--- config.mk ---
export PLATFORM = sky130hd
export DESIGN_NAME = serial_add_carry
export DESIGN_NICKNAME = d
export VERILOG_FILES = /design/src/rtl/serial_add_carry_pkg.sv /design/src/rtl/serial_add_carry_full_add_bit.sv /design/src/rtl/serial_add_carry.sv
export SDC_FILE = /design/constraint.sdc
export NUM_CORES = 1
export LEC_CHECK = 0
export CAP_MARGIN = 20
export CORE_ASPECT_RATIO = 1.25
export CORE_MARGIN = 5
export CORE_UTILIZATION = 50
export DETAILED_ROUTE_END_ITERATION = 10
export GPL_TIMING_DRIVEN = 0
export PLACE_DENSITY = 0.86
export SETUP_SLACK_MARGIN = 0.4
export SLEW_MARGIN = 20
export SYNTH_ARGS = -nofsm -noshare
export SYNTH_HDL_FRONTEND = slang
export SYNTH_SLANG_ARGS = --single-unit
--- constraint.sdc ---
create_clock -name clk -period 3.1 [get_ports clk]
set_input_delay 0.62 -clock clk [delete_from_list [all_inputs] [get_ports clk]]
set_output_delay 0.62 -clock clk [all_outputs]
set_load 0.05 [all_outputs]
--- src/rtl/serial_add_carry_pkg.sv ---
// Shared types and constants for the bit-serial adder.
// Holds the control FSM encoding and the default operand width.
package serial_add_carry_pkg;

  localparam int WIDTH_DEF = 8;

  typedef enum logic [1:0] {
    IDLE = 2'd0,
    RUN  = 2'd1,
    DONE = 2'd2
  } state_e;

endpackage

--- src/rtl/serial_add_carry_full_add_bit.sv ---
// One-bit full adder used as the serial datapath core.
// Purely combinational; evaluated once per processed bit.
module full_add_bit (
  input  logic a,
  input  logic b,
  input  logic cin,
  output logic s,
  output logic cout
);

  logic p;

  assign p    = a ^ b;
  assign s    = p ^ cin;
  assign cout = (a & b) | (cin & p);

endmodule

--- src/rtl/serial_add_carry.sv ---
// Bit-serial adder: LSB-first, one bit per clock, WIDTH+1 cycle cadence.
// Result registers only update on the final bit so they stay stable while busy.
module serial_add_carry
  import serial_add_carry_pkg::*;
#(
  parameter int WIDTH = WIDTH_DEF
) (
  input  logic             clk,
  input  logic             rst_n,
  input  logic             start,
  input  logic [WIDTH-1:0] a,
  input  logic [WIDTH-1:0] b,
  input  logic             cin,
  output logic             busy,
  output logic             done,
  output logic [WIDTH-1:0] sum,
  output logic             cout,
  output logic             ovf
);

  localparam int CW = (WIDTH > 1) ? $clog2(WIDTH) : 1;
  localparam logic [CW-1:0] LAST = CW'(WIDTH - 1);

  state_e           state_q, state_d;
  logic [CW-1:0]    cnt_q, cnt_d;
  logic [WIDTH-1:0] a_q, a_d;
  logic [WIDTH-1:0] b_q, b_d;
  logic [WIDTH-1:0] s_q, s_d;
  logic             c_q, c_d;
  logic [WIDTH-1:0] sum_q, sum_d;
  logic             cout_q, cout_d;
  logic             ovf_q, ovf_d;

  logic fa_s;
  logic fa_c;

  full_add_bit u_fa (
    .a    (a_q[0]),
    .b    (b_q[0]),
    .cin  (c_q),
    .s    (fa_s),
    .cout (fa_c)
  );

  always_comb begin
    state_d = state_q;
    cnt_d   = cnt_q;
    a_d     = a_q;
    b_d     = b_q;
    s_d     = s_q;
    c_d     = c_q;
    sum_d   = sum_q;
    cout_d  = cout_q;
    ovf_d   = ovf_q;
    unique case (state_q)
      IDLE, DONE: begin
        state_d = IDLE;
        if (start) begin
          a_d     = a;
          b_d     = b;
          c_d     = cin;
          s_d     = '0;
          cnt_d   = '0;
          state_d = RUN;
        end
      end
      RUN: begin
        a_d = a_q >> 1;
        b_d = b_q >> 1;
        s_d = {fa_s, s_q[WIDTH-1:1]};
        c_d = fa_c;
        if (cnt_q == LAST) begin
          // c_q is the carry into the MSB here
          sum_d   = {fa_s, s_q[WIDTH-1:1]};
          cout_d  = fa_c;
          ovf_d   = c_q ^ fa_c;
          state_d = DONE;
        end else begin
          cnt_d = cnt_q + 1'b1;
        end
      end
      default: state_d = IDLE;
    endcase
  end

  always_ff @(posedge clk or negedge rst_n) begin
    if (!rst_n) begin
      state_q <= IDLE;
      cnt_q   <= '0;
      a_q     <= '0;
      b_q     <= '0;
      s_q     <= '0;
      c_q     <= 1'b0;
      sum_q   <= '0;
      cout_q  <= 1'b0;
      ovf_q   <= 1'b0;
    end else begin
      state_q <= state_d;
      cnt_q   <= cnt_d;
      a_q     <= a_d;
      b_q     <= b_d;
      s_q     <= s_d;
      c_q     <= c_d;
      sum_q   <= sum_d;
      cout_q  <= cout_d;
      ovf_q   <= ovf_d;
    end
  end

  assign busy = (state_q == RUN);
  assign done = (state_q == DONE);
  assign sum  = sum_q;
  assign cout = cout_q;
  assign ovf  = ovf_q;

endmodule
==> results.py, run 1 <==
metrics = {
    "power": {
        "power_frac_clock_pct": 17.9,
        "seq_power_share_pct": 37.0,
        "p_int_mw": 1.48,
        "p_sw_mw": 0.937,
        "powerDensity_mw_per_mm2": 977,
        "p_comb_share_pct": 45.1,
        "p_sw_share_pct": 38.7,
        "p_leak_nw": 1.19,
        "ir_drop_uv": 532,
        "p_total_mw": 2.42,
    },
    "setup_path": {
        "start_kind": "flop",
        "r2r_cells": 5,
        "cp_slowest_cell": "clkdlybuf4s50_1",
        "slowest_delay_ns": 0.83,
        "required_ns": 2.48,
        "arrival_ns": 1.91,
        "reg2reg_to": "ovf",
        "worstSetupPathType": "flop to output pin",
        "crit_fanout": 8,
        "critPathBufInv": 2,
        "crit_cells": 3,
        "reg2reg_from": "cnt_q[0]",
        "path_cells": "and2b_1 > buf_2 > clkdlybuf4s50_1",
        "r2r_slack_ns": 1.30,
        "endpoint_kind": "output pin",
        "crit_family": "buffers and inverters",
    },
    "clock_tree": {
        "cts_tree": "built",
        "clockBufferDepth": 2,
        "cts_made_buffers": 5,
        "post_cts.repair.setup_buffers": 0,
        "clk_pin_slew_ns": 0.08,
        "clock-sinks": 39,
        "clock_latency_ns": 0.29,
        "cts-resized-gates": 0,
        "htree_num_levels": 2,
        "root_buffer": "clkbuf_8",
        "postCtsHoldBufs": 0,
    },
    "timing": {
        "rsz0062_at_grt": "false",
        "setup_violations": 0,
        "tightestPinTransition_ns": 0.503,
        "fin_crit_sh_pct": 81.5,
        "hold_viol_final": 0,
        "skew_ns": 0.00933,
        "max_freq_ghz": 0.396,
        "relSlewSlack_pct": 66.4,
        "min_period_ns": 2.53,
        "setup-tns-final_ns": 0,
        "timing.final.max_slew_violations": 0,
    },
    "global_route": {
        "grt_pass1_vias": 1385,
        "grt_pass1_wl_microns": 6420,
        "grt_max_degree": 31,
        "overflow": 0,
        "grt_usage_pct": 16.2,
        "antenna_found_initial": 0,
    },
    "run": {
        "cap_violations": 0,
    },
    "synthesis": {
        "syn-num-nets": 177,
        "yosysSeqAreaShare_pct": 49.6,
        "syn_area_sq_mm": 0.00197,
        "yosys_register_bits": 39,
        "synth_warnings": 0,
        "synthCells": 154,
        "syn_area_per_cell_sq_um": 12.8,
        "yosysUniqueCellTypes": 28,
    },
    "final_layout": {
        "nets": 216,
        "final_common_cell": "mux2i_1",
        "synthToLayoutAreaGrowth_pct": 26.1,
        "diodes": 0,
        "final_cell_mix": "mux2i_1 (46), dfrtp_1 (39), clkdlybuf4s50_1 (29), mux2_2 (11), inv_1 (8)",
        "drive_gt1_share_pct": 16.5,
    },
    "status": {
        "status": "completed",
    },
    "route": {
        "wl_per_cell_microns": 15.7,
        "first_pass_iters": 4,
        "m1WireLength_microns": 1560,
        "num_vias": 1351,
        "wl_microns": 3900,
        "vias_per_cell": 5.45,
        "drt_first_iter_violations": 63,
        "wl_met3_microns": 169,
        "dr_wl_met2_microns": 2080,
        "route.top_layer_used": "met4",
        "drc": 0,
        "ant_nets": 0,
    },
    "min_path": {
        "hold_class": "input port to asynchronous set/reset pin",
    },
    "floorplan": {
        "rows": 25,
        "die_h_microns": 80.1,
        "die_w_microns": 66.1,
        "die_area_sq_mm": 0.00530,
        "start_util_pct": 52.0,
        "io_pins": 32,
        "core_sq_mm": 0.00378,
    },
    "place": {
        "gp_congestion": 0.842,
        "io_buffers": 31,
        "place_hpwl_microns": 2930,
    },
}
==> power by group through the flow <==
| stage | combinational, mW | sequential [mW] | clock, mW |
|---|---|---|---|
| final | 1.09 | 0.896 | 0.434 |
| after global routing | 1.17 | 0.927 | 0.471 |
| after CTS | 1.10 | 0.898 | 0.447 |
| after detailed placement | 1.10 | 0.909 | 0 |
| after global placement | 1.05 | 0.884 | 0 |
| after floorplan | 0.598 | 1.07 | 0 |
==> registers in the layout, summed over array words and instances, names as in the netlist <==
name,cells
sum,8
state_q,2
cnt_q,3
cout,1
s_q,7
c_q,1
ovf,1
a_q,8
b_q,8
==> layer usage <==
| layer | GRT usage (%) | vias to the layer above |
|---|---|---|
| li1 | - | 634 |
| met1 | 18.5 | 672 |
| met2 | 27.7 | 36 |
| met3 | 3.92 | 9 |
| met4 | 8.13 | 0 |
| met5 | 0 | - |
==> cell usage after synthesis <==
master | number | share of area, %
mux2i_1 | 46 | 23
dfrtp_1 | 39 | 50
mux2_2 | 11 | 6.3
inv_1 | 8 | 1.5
nand3b_1 | 7 | 2.7
buf_2 | 6 | 1.5
o31ai_1 | 6 | 2.3
buf_4 | 4 | 1.5
a311o_1 | 2 | 1.0
ha_1 | 2 | 1.3
nand2_1 | 2 | 0.38
nor2_1 | 2 | 0.38
nor2b_1 | 2 | 0.64
nor3b_1 | 2 | 0.76
o211a_1 | 2 | 1.0
a21o_1 | 1 | 0.38
a22o_1 | 1 | 0.45
and2b_1 | 1 | 0.38
buf_6 | 1 | 0.57
clkbuf_1 | 1 | 0.19
fa_1 | 1 | 1.0
nand2b_1 | 1 | 0.32
nand3_1 | 1 | 0.25
o21ai_0 | 1 | 0.25
o221ai_1 | 1 | 0.45
o32ai_1 | 1 | 0.45
or4b_1 | 1 | 0.51
xor2_1 | 1 | 0.45
==> stage by stage <==
| step | instance area (sq um) | instances | setup WS [ns] | hold WS (ns) | utilization [%] |
|---|---|---|---|---|---|
| after floorplan | 1970 | 154 | 1.05 | 0.324 | - |
| after global placement | 2340 | 239 | 0.558 | 0.486 | 62.0 |
| after detailed placement | 2360 | 240 | 0.772 | 0.493 | 62.3 |
| after CTS | 2480 | 248 | 0.447 | 0.183 | 65.5 |
| after global routing | 2480 | 248 | 0.515 | 0.191 | 65.5 |
| final | 2480 | 248 | 0.574 | 0.182 | 65.5 |
==> layout make-up <==
| cell class | instances | area [sq um] |
|---|---|---|
| tap | 54 | 67.6 |
| inverter | 8 | 30.0 |
| clock inverter | 2 | 35.0 |
| fill | 295 | 1310 |
| multi-input combinational | 95 | 886 |
| sequential | 39 | 976 |
| buffer | 12 | 75.1 |
| timing repair buffer | 32 | 328 |
| clock buffer | 6 | 82.6 |
==> kinds of logic after synthesis <==
kind of cell / Yosys count / synth area share, %
AO/OA/AOI/OAI: 15 / 6.30
XOR/XNOR: 1 / 0.445
adder cells (fa/ha/maj): 3 / 2.29
flip-flops: 39 / 49.6
buffers and inverters: 20 / 5.34
AND/OR/NAND/NOR: 19 / 6.30
multiplexers: 57 / 29.7
==> worst reg2reg max path: stages (launching register included) <==
cell and delay (ns):
dfrtp_1 0.42, ha_1 0.22, ha_1 0.23, nand3b_1 0.15, buf_2 0.28, mux2_2 0.37
==> worst max path at each step <==
stage	start	endpoint	slack (ns)
floorplan	state_q[0]	done	1.05
global placement	rst_n	b_q[6]	0.56
detailed placement	state_q[0]	done	0.77
CTS	state_q[0]	done	0.45
global route	state_q[1]	busy	0.51
finish	state_q[1]	busy	0.57
No activity file was read; power rests on OpenSTA's default activity.
==> run 2, diff against run 1 <==
Settings changed: CORE_UTILIZATION 50 to 48, PLACE_DENSITY 0.86 to 0.87.
Clock period 3.1 ns to 2.2 ns, I/O delays scaled along.
==> results.py, run 2 (synthesized netlist as in run 1, its figures left out) <==
metrics = {
    "global_route": {
        "grt_pass1_vias": 1330,
        "grt_usage_pct": 16.2,
        "overflow": 0,
        "grt_pass1_wl_microns": 6410,
        "antenna_found_initial": 0,
        "grt_max_degree": 28,
    },
    "floorplan": {
        "die_area_sq_mm": 0.00549,
        "die_h_microns": 81.6,
        "start_util_pct": 48.8,
        "die_w_microns": 67.3,
        "core_sq_mm": 0.00403,
        "io_pins": 32,
        "rows": 26,
    },
    "setup_path": {
        "reg2reg_from": "cnt_q[0]",
        "crit_fanout": 10,
        "endpoint_kind": "output pin",
        "r2r_slack_ns": 0.51,
        "required_ns": 1.76,
        "start_kind": "flop",
        "worstSetupPathType": "flop to output pin",
        "arrival_ns": 1.31,
        "reg2reg_to": "sum[6]",
        "r2r_cells": 5,
    },
    "route": {
        "ant_nets": 0,
        "wl_per_cell_microns": 16.0,
        "drt_first_iter_violations": 54,
        "wl_microns": 4010,
        "vias_per_cell": 5.38,
        "first_pass_iters": 4,
        "num_vias": 1346,
        "drc": 0,
    },
    "clock_tree": {
        "clock_latency_ns": 0.29,
        "htree_num_levels": 2,
        "cts_made_buffers": 5,
        "clk_pin_slew_ns": 0.08,
        "post_cts.repair.setup_buffers": 0,
        "clock-sinks": 39,
        "cts_tree": "built",
        "clockBufferDepth": 2,
        "root_buffer": "clkbuf_8",
    },
    "timing": {
        "setup-tns-final_ns": 0,
        "skew_ns": 0.00730,
        "timing.final.max_slew_violations": 0,
        "hold_viol_final": 0,
        "relSlewSlack_pct": 66.8,
        "min_period_ns": 1.75,
        "tightestPinTransition_ns": 0.501,
        "rsz0062_at_grt": "true",
        "max_freq_ghz": 0.571,
        "setup_violations": 0,
        "fin_crit_sh_pct": 79.6,
    },
    "final_layout": {
        "drive_gt1_share_pct": 18.0,
        "fillers": 339,
        "final_cell_mix": "mux2i_1 (46), dfrtp_1 (39), clkdlybuf4s50_1 (18), mux2_2 (11), dlygate4sd2_1 (10)",
        "utilization_pct": 62.1,
        "nets": 216,
        "final_common_cell": "mux2i_1",
        "diodes": 0,
        "multi_input_area_sq_um": 888,
        "synthToLayoutAreaGrowth_pct": 27.4,
        "register_area_sq_um": 976,
    },
    "min_path": {
        "hold_class": "input port to asynchronous set/reset pin",
    },
    "power": {
        "ir_drop_uv": 941,
        "p_leak_nw": 1.22,
        "powerDensity_mw_per_mm2": 1390,
    },
    "run": {
        "cap_violations": 0,
    },
    "place": {
        "io_buffers": 31,
        "place_hpwl_microns": 2820,
        "gp_congestion": 0.776,
    },
    "status": {
        "status": "completed",
    },
}
## run 2: changes by cell type in the layout (fill, tap and decap cells not counted)
cell | before | now
bufinv_16 | 1 | 2
nor2b_2 | 0 | 1
nor2b_1 | 2 | 1
buf_6 | 1 | 5
clkdlybuf4s50_1 | 29 | 18
buf_2 | 7 | 4
clkinv_2 | 1 | 0
buf_4 | 4 | 5
clkinvlp_4 | 0 | 1
dlygate4sd2_1 | 0 | 10
dlymetal6s2s_1 | 1 | 0
clkbuf_8 | 6 | 5
## run 2: worst max-delay path by stage
stage | startpoint | to | slack, ns | cells after the start
final | state_q[0] | done | 0.45 | 4
after global routing | state_q[1] | done | 0.39 | 4
after CTS | state_q[0] | done | 0.34 | 4
after detailed placement | state_q[0] | done | 0.06 | 4
after global placement | rst_n | b_q[4] | -0.21 | 1
after floorplan | state_q[0] | done | 0.58 | 3
## run 2: final cells by class
type	count	share of cell area, %
clock inverters	3	2.70
plain buffers	12	3.59
clock buffers	5	2.75
inverters	8	1.20
multi-input cells	95	35.4
flip-flops and latches	39	38.9
well taps	56	2.80
repair buffers	32	12.6
## run 2: worst max-delay path, cell delays in order, from the launching register on
cell,delay [ns]
dfrtp_1,0.40
buf_4,0.18
buf_6,0.15
nor2b_2,0.12
buf_6,0.16
## run 2: per-layer routing
layer / vias up / GRT usage [%] / share of wire, %
met5: - / 0 / 0
met4: 0 / 8.11 / 2.7
met3: 8 / 4.51 / 3.3
met2: 25 / 27.6 / 52
met1: 682 / 18.4 / 42
li1: 631 / - / -
## run 2: timing repair
item | 4_1_cts | 5_1_grt
cloned | 0 | 0
endpoints found under the setup margin | 12 | 11
hold buffers | 0 | 0
gates resized for setup | 22 | 10
## run 2: power by group
part | total [mW] | internal, mW | switching, mW
sequential | 1.26 | 1.03 | 0.228
combinational | 1.53 | 0.651 | 0.880
clock | 0.705 | 0.452 | 0.253
## run 2: through the flow
stage | hold WS [ns] | total power, mW | instances | setup slack (ns) | cell area (sq um)
3_3_place_gp | 0.488 | 2.76 | 241 | -0.207 | 2350
3_5_place_dp | 0.355 | 2.83 | 242 | 0.0608 | 2360
4_1_cts | 0.0290 | 3.50 | 250 | 0.342 | 2480
5_1_grt | 0.0499 | 3.69 | 250 | 0.394 | 2510
2_1_floorplan | 0.144 | 2.35 | 154 | 0.584 | 1970
6_report | 0.0273 | 3.50 | 250 | 0.448 | 2510
==> run 3, diff against run 2 <==
Settings changed: CORE_UTILIZATION 48 to 50, PLACE_DENSITY 0.87 to 0.86.
Clock period 2.2 ns to 1.8 ns, I/O delays scaled along.
==> results.py, run 3 (synthesized netlist as in run 1, its figures left out) <==
metrics = {
    "timing": {
        "max_freq_ghz": 0.635,
        "relSlewSlack_pct": 77.3,
        "skew_ns": 0.0109,
        "setup_violations": 0,
        "tightestPinTransition_ns": 0.340,
        "fin_crit_sh_pct": 87.5,
        "hold_viol_final": 0,
        "rsz0062_at_grt": "true",
        "min_period_ns": 1.57,
        "timing.final.max_slew_violations": 0,
    },
    "floorplan": {
        "die_h_microns": 80.1,
        "start_util_pct": 52.0,
        "die_w_microns": 66.1,
        "rows": 25,
        "io_pins": 32,
        "core_sq_mm": 0.00378,
        "die_area_sq_mm": 0.00530,
    },
    "final_layout": {
        "layout.cells.non_filler": 261,
        "drive_gt1_share_pct": 30.0,
        "final_cell_mix": "mux2i_1 (46), dfrtp_1 (39), clkdlybuf4s50_1 (18), buf_2 (12), buf_4 (11)",
        "diodes": 0,
        "utilization_pct": 70.7,
        "synthToLayoutAreaGrowth_pct": 36.1,
        "final_common_cell": "mux2i_1",
        "fillers": 252,
        "nets": 229,
    },
    "setup_path": {
        "endpoint_kind": "output pin",
        "required_ns": 1.44,
        "crit_fanout": 3,
        "arrival_ns": 1.21,
        "start_kind": "flop",
        "worstSetupPathType": "flop to output pin",
        "r2r_slack_ns": 0.25,
    },
    "route": {
        "wl_per_cell_microns": 17.8,
        "ant_nets": 0,
        "vias_per_cell": 5.51,
        "drt_first_iter_violations": 89,
        "first_pass_iters": 4,
        "wl_microns": 4660,
        "drc": 0,
        "num_vias": 1439,
    },
    "status": {
        "status": "completed",
    },
    "global_route": {
        "grt_max_degree": 28,
        "grt_pass1_wl_microns": 7580,
        "grt_usage_pct": 18.7,
        "grt_pass1_vias": 1556,
        "overflow": 0,
        "antenna_found_initial": 0,
    },
    "clock_tree": {
        "clock_latency_ns": 0.30,
        "root_buffer": "clkbuf_8",
        "cts_made_buffers": 5,
        "cts_tree": "built",
        "clockBufferDepth": 2,
        "htree_num_levels": 2,
        "clk_pin_slew_ns": 0.09,
        "clock-sinks": 39,
    },
    "place": {
        "io_buffers": 31,
        "place_hpwl_microns": 2870,
        "gp_congestion": 0.765,
        "placed_cells": 240,
    },
    "power": {
        "powerDensity_mw_per_mm2": 1740,
        "ir_drop_uv": 1060,
        "p_leak_nw": 1.32,
    },
    "run": {
        "cap_violations": 0,
    },
    "min_path": {
        "hold_class": "input port to asynchronous set/reset pin",
    },
}
==> run 3: changes by cell type in the layout (fill, tap and decap cells not counted), moves of 2 or more <==
cell	before	now
buf_6	5	9
buf_8	0	3
mux2_2	11	1
ha_1	2	0
buf_2	4	12
mux2_4	0	10
dlygate4sd2_1	10	0
buf_4	5	11
==> run 3: report_power, final <==
| part | switching [mW] | internal [mW] | total, mW |
|---|---|---|---|
| sequential | 0.290 | 1.26 | 1.55 |
| clock | 0.337 | 0.553 | 0.890 |
| combinational | 1.19 | 1.04 | 2.22 |
==> run 3: worst max-delay path, cell delays in order (launching register included) <==
cell and delay [ns]:
dfrtp_1 0.41, buf_6 0.13, buf_6 0.11, nor2b_4 0.12, buf_8 0.14
==> run 3: layout make-up <==
class	instances	area [sq um]	area share, %
Sequential cell	39	976	36.4
Inverter	8	30.0	1.12
Tap cell	54	67.6	2.52
Clock inverter	3	67.6	2.52
Buffer	12	115	4.30
Clock buffer	5	68.8	2.57
Timing Repair Buffer	45	397	14.8
Multi-Input combinational cell	95	956	35.7
==> run 3: timing repair <==
action	4_1_cts	5_1_grt
resized for setup	66	28
setup endpoints to repair	22	37
pin swaps	2	1
cloned	1	0
endpoints found under the hold margin	12	0
setup buffers	10	1
hold buffers	1	0
==> run 3: worst paths after layout <==
kind | endpoint | startpoint | depth (start not counted)
hold / removal | cnt_q[1] | rst_n | 2
setup reg to reg | sum[4] | cnt_q[1] | 5
hold reg to reg | sum[2] | sum[2] | 1
max in group asynchronous | a_q[3] | rst_n | 3
setup / recovery | done | state_q[1] | 4
min in group clk | sum[2] | sum[2] | 1
==> run 3: layer usage <==
metal | global-route usage (%) | part of all wire, %
met2 | 32.8 | 52
met4 | 4.88 | 2.6
met3 | 4.34 | 4.4
met5 | 0 | 0
met1 | 22.7 | 41
==> run 3: metrics by stage <==
step	TNS (ns)	worst slack, ns	area [sq um]	hold slack [ns]	total power [mW]
floorplan	0	0.372	2000	0.0644	2.91
global placement	-20.17	-0.509	2370	0.487	3.38
detailed placement	-0.418	-0.273	2390	0.276	3.50
CTS	0	0.220	2710	0.483	4.64
global route	0	0.182	2680	0.493	4.93
finish	0	0.226	2680	0.483	4.66
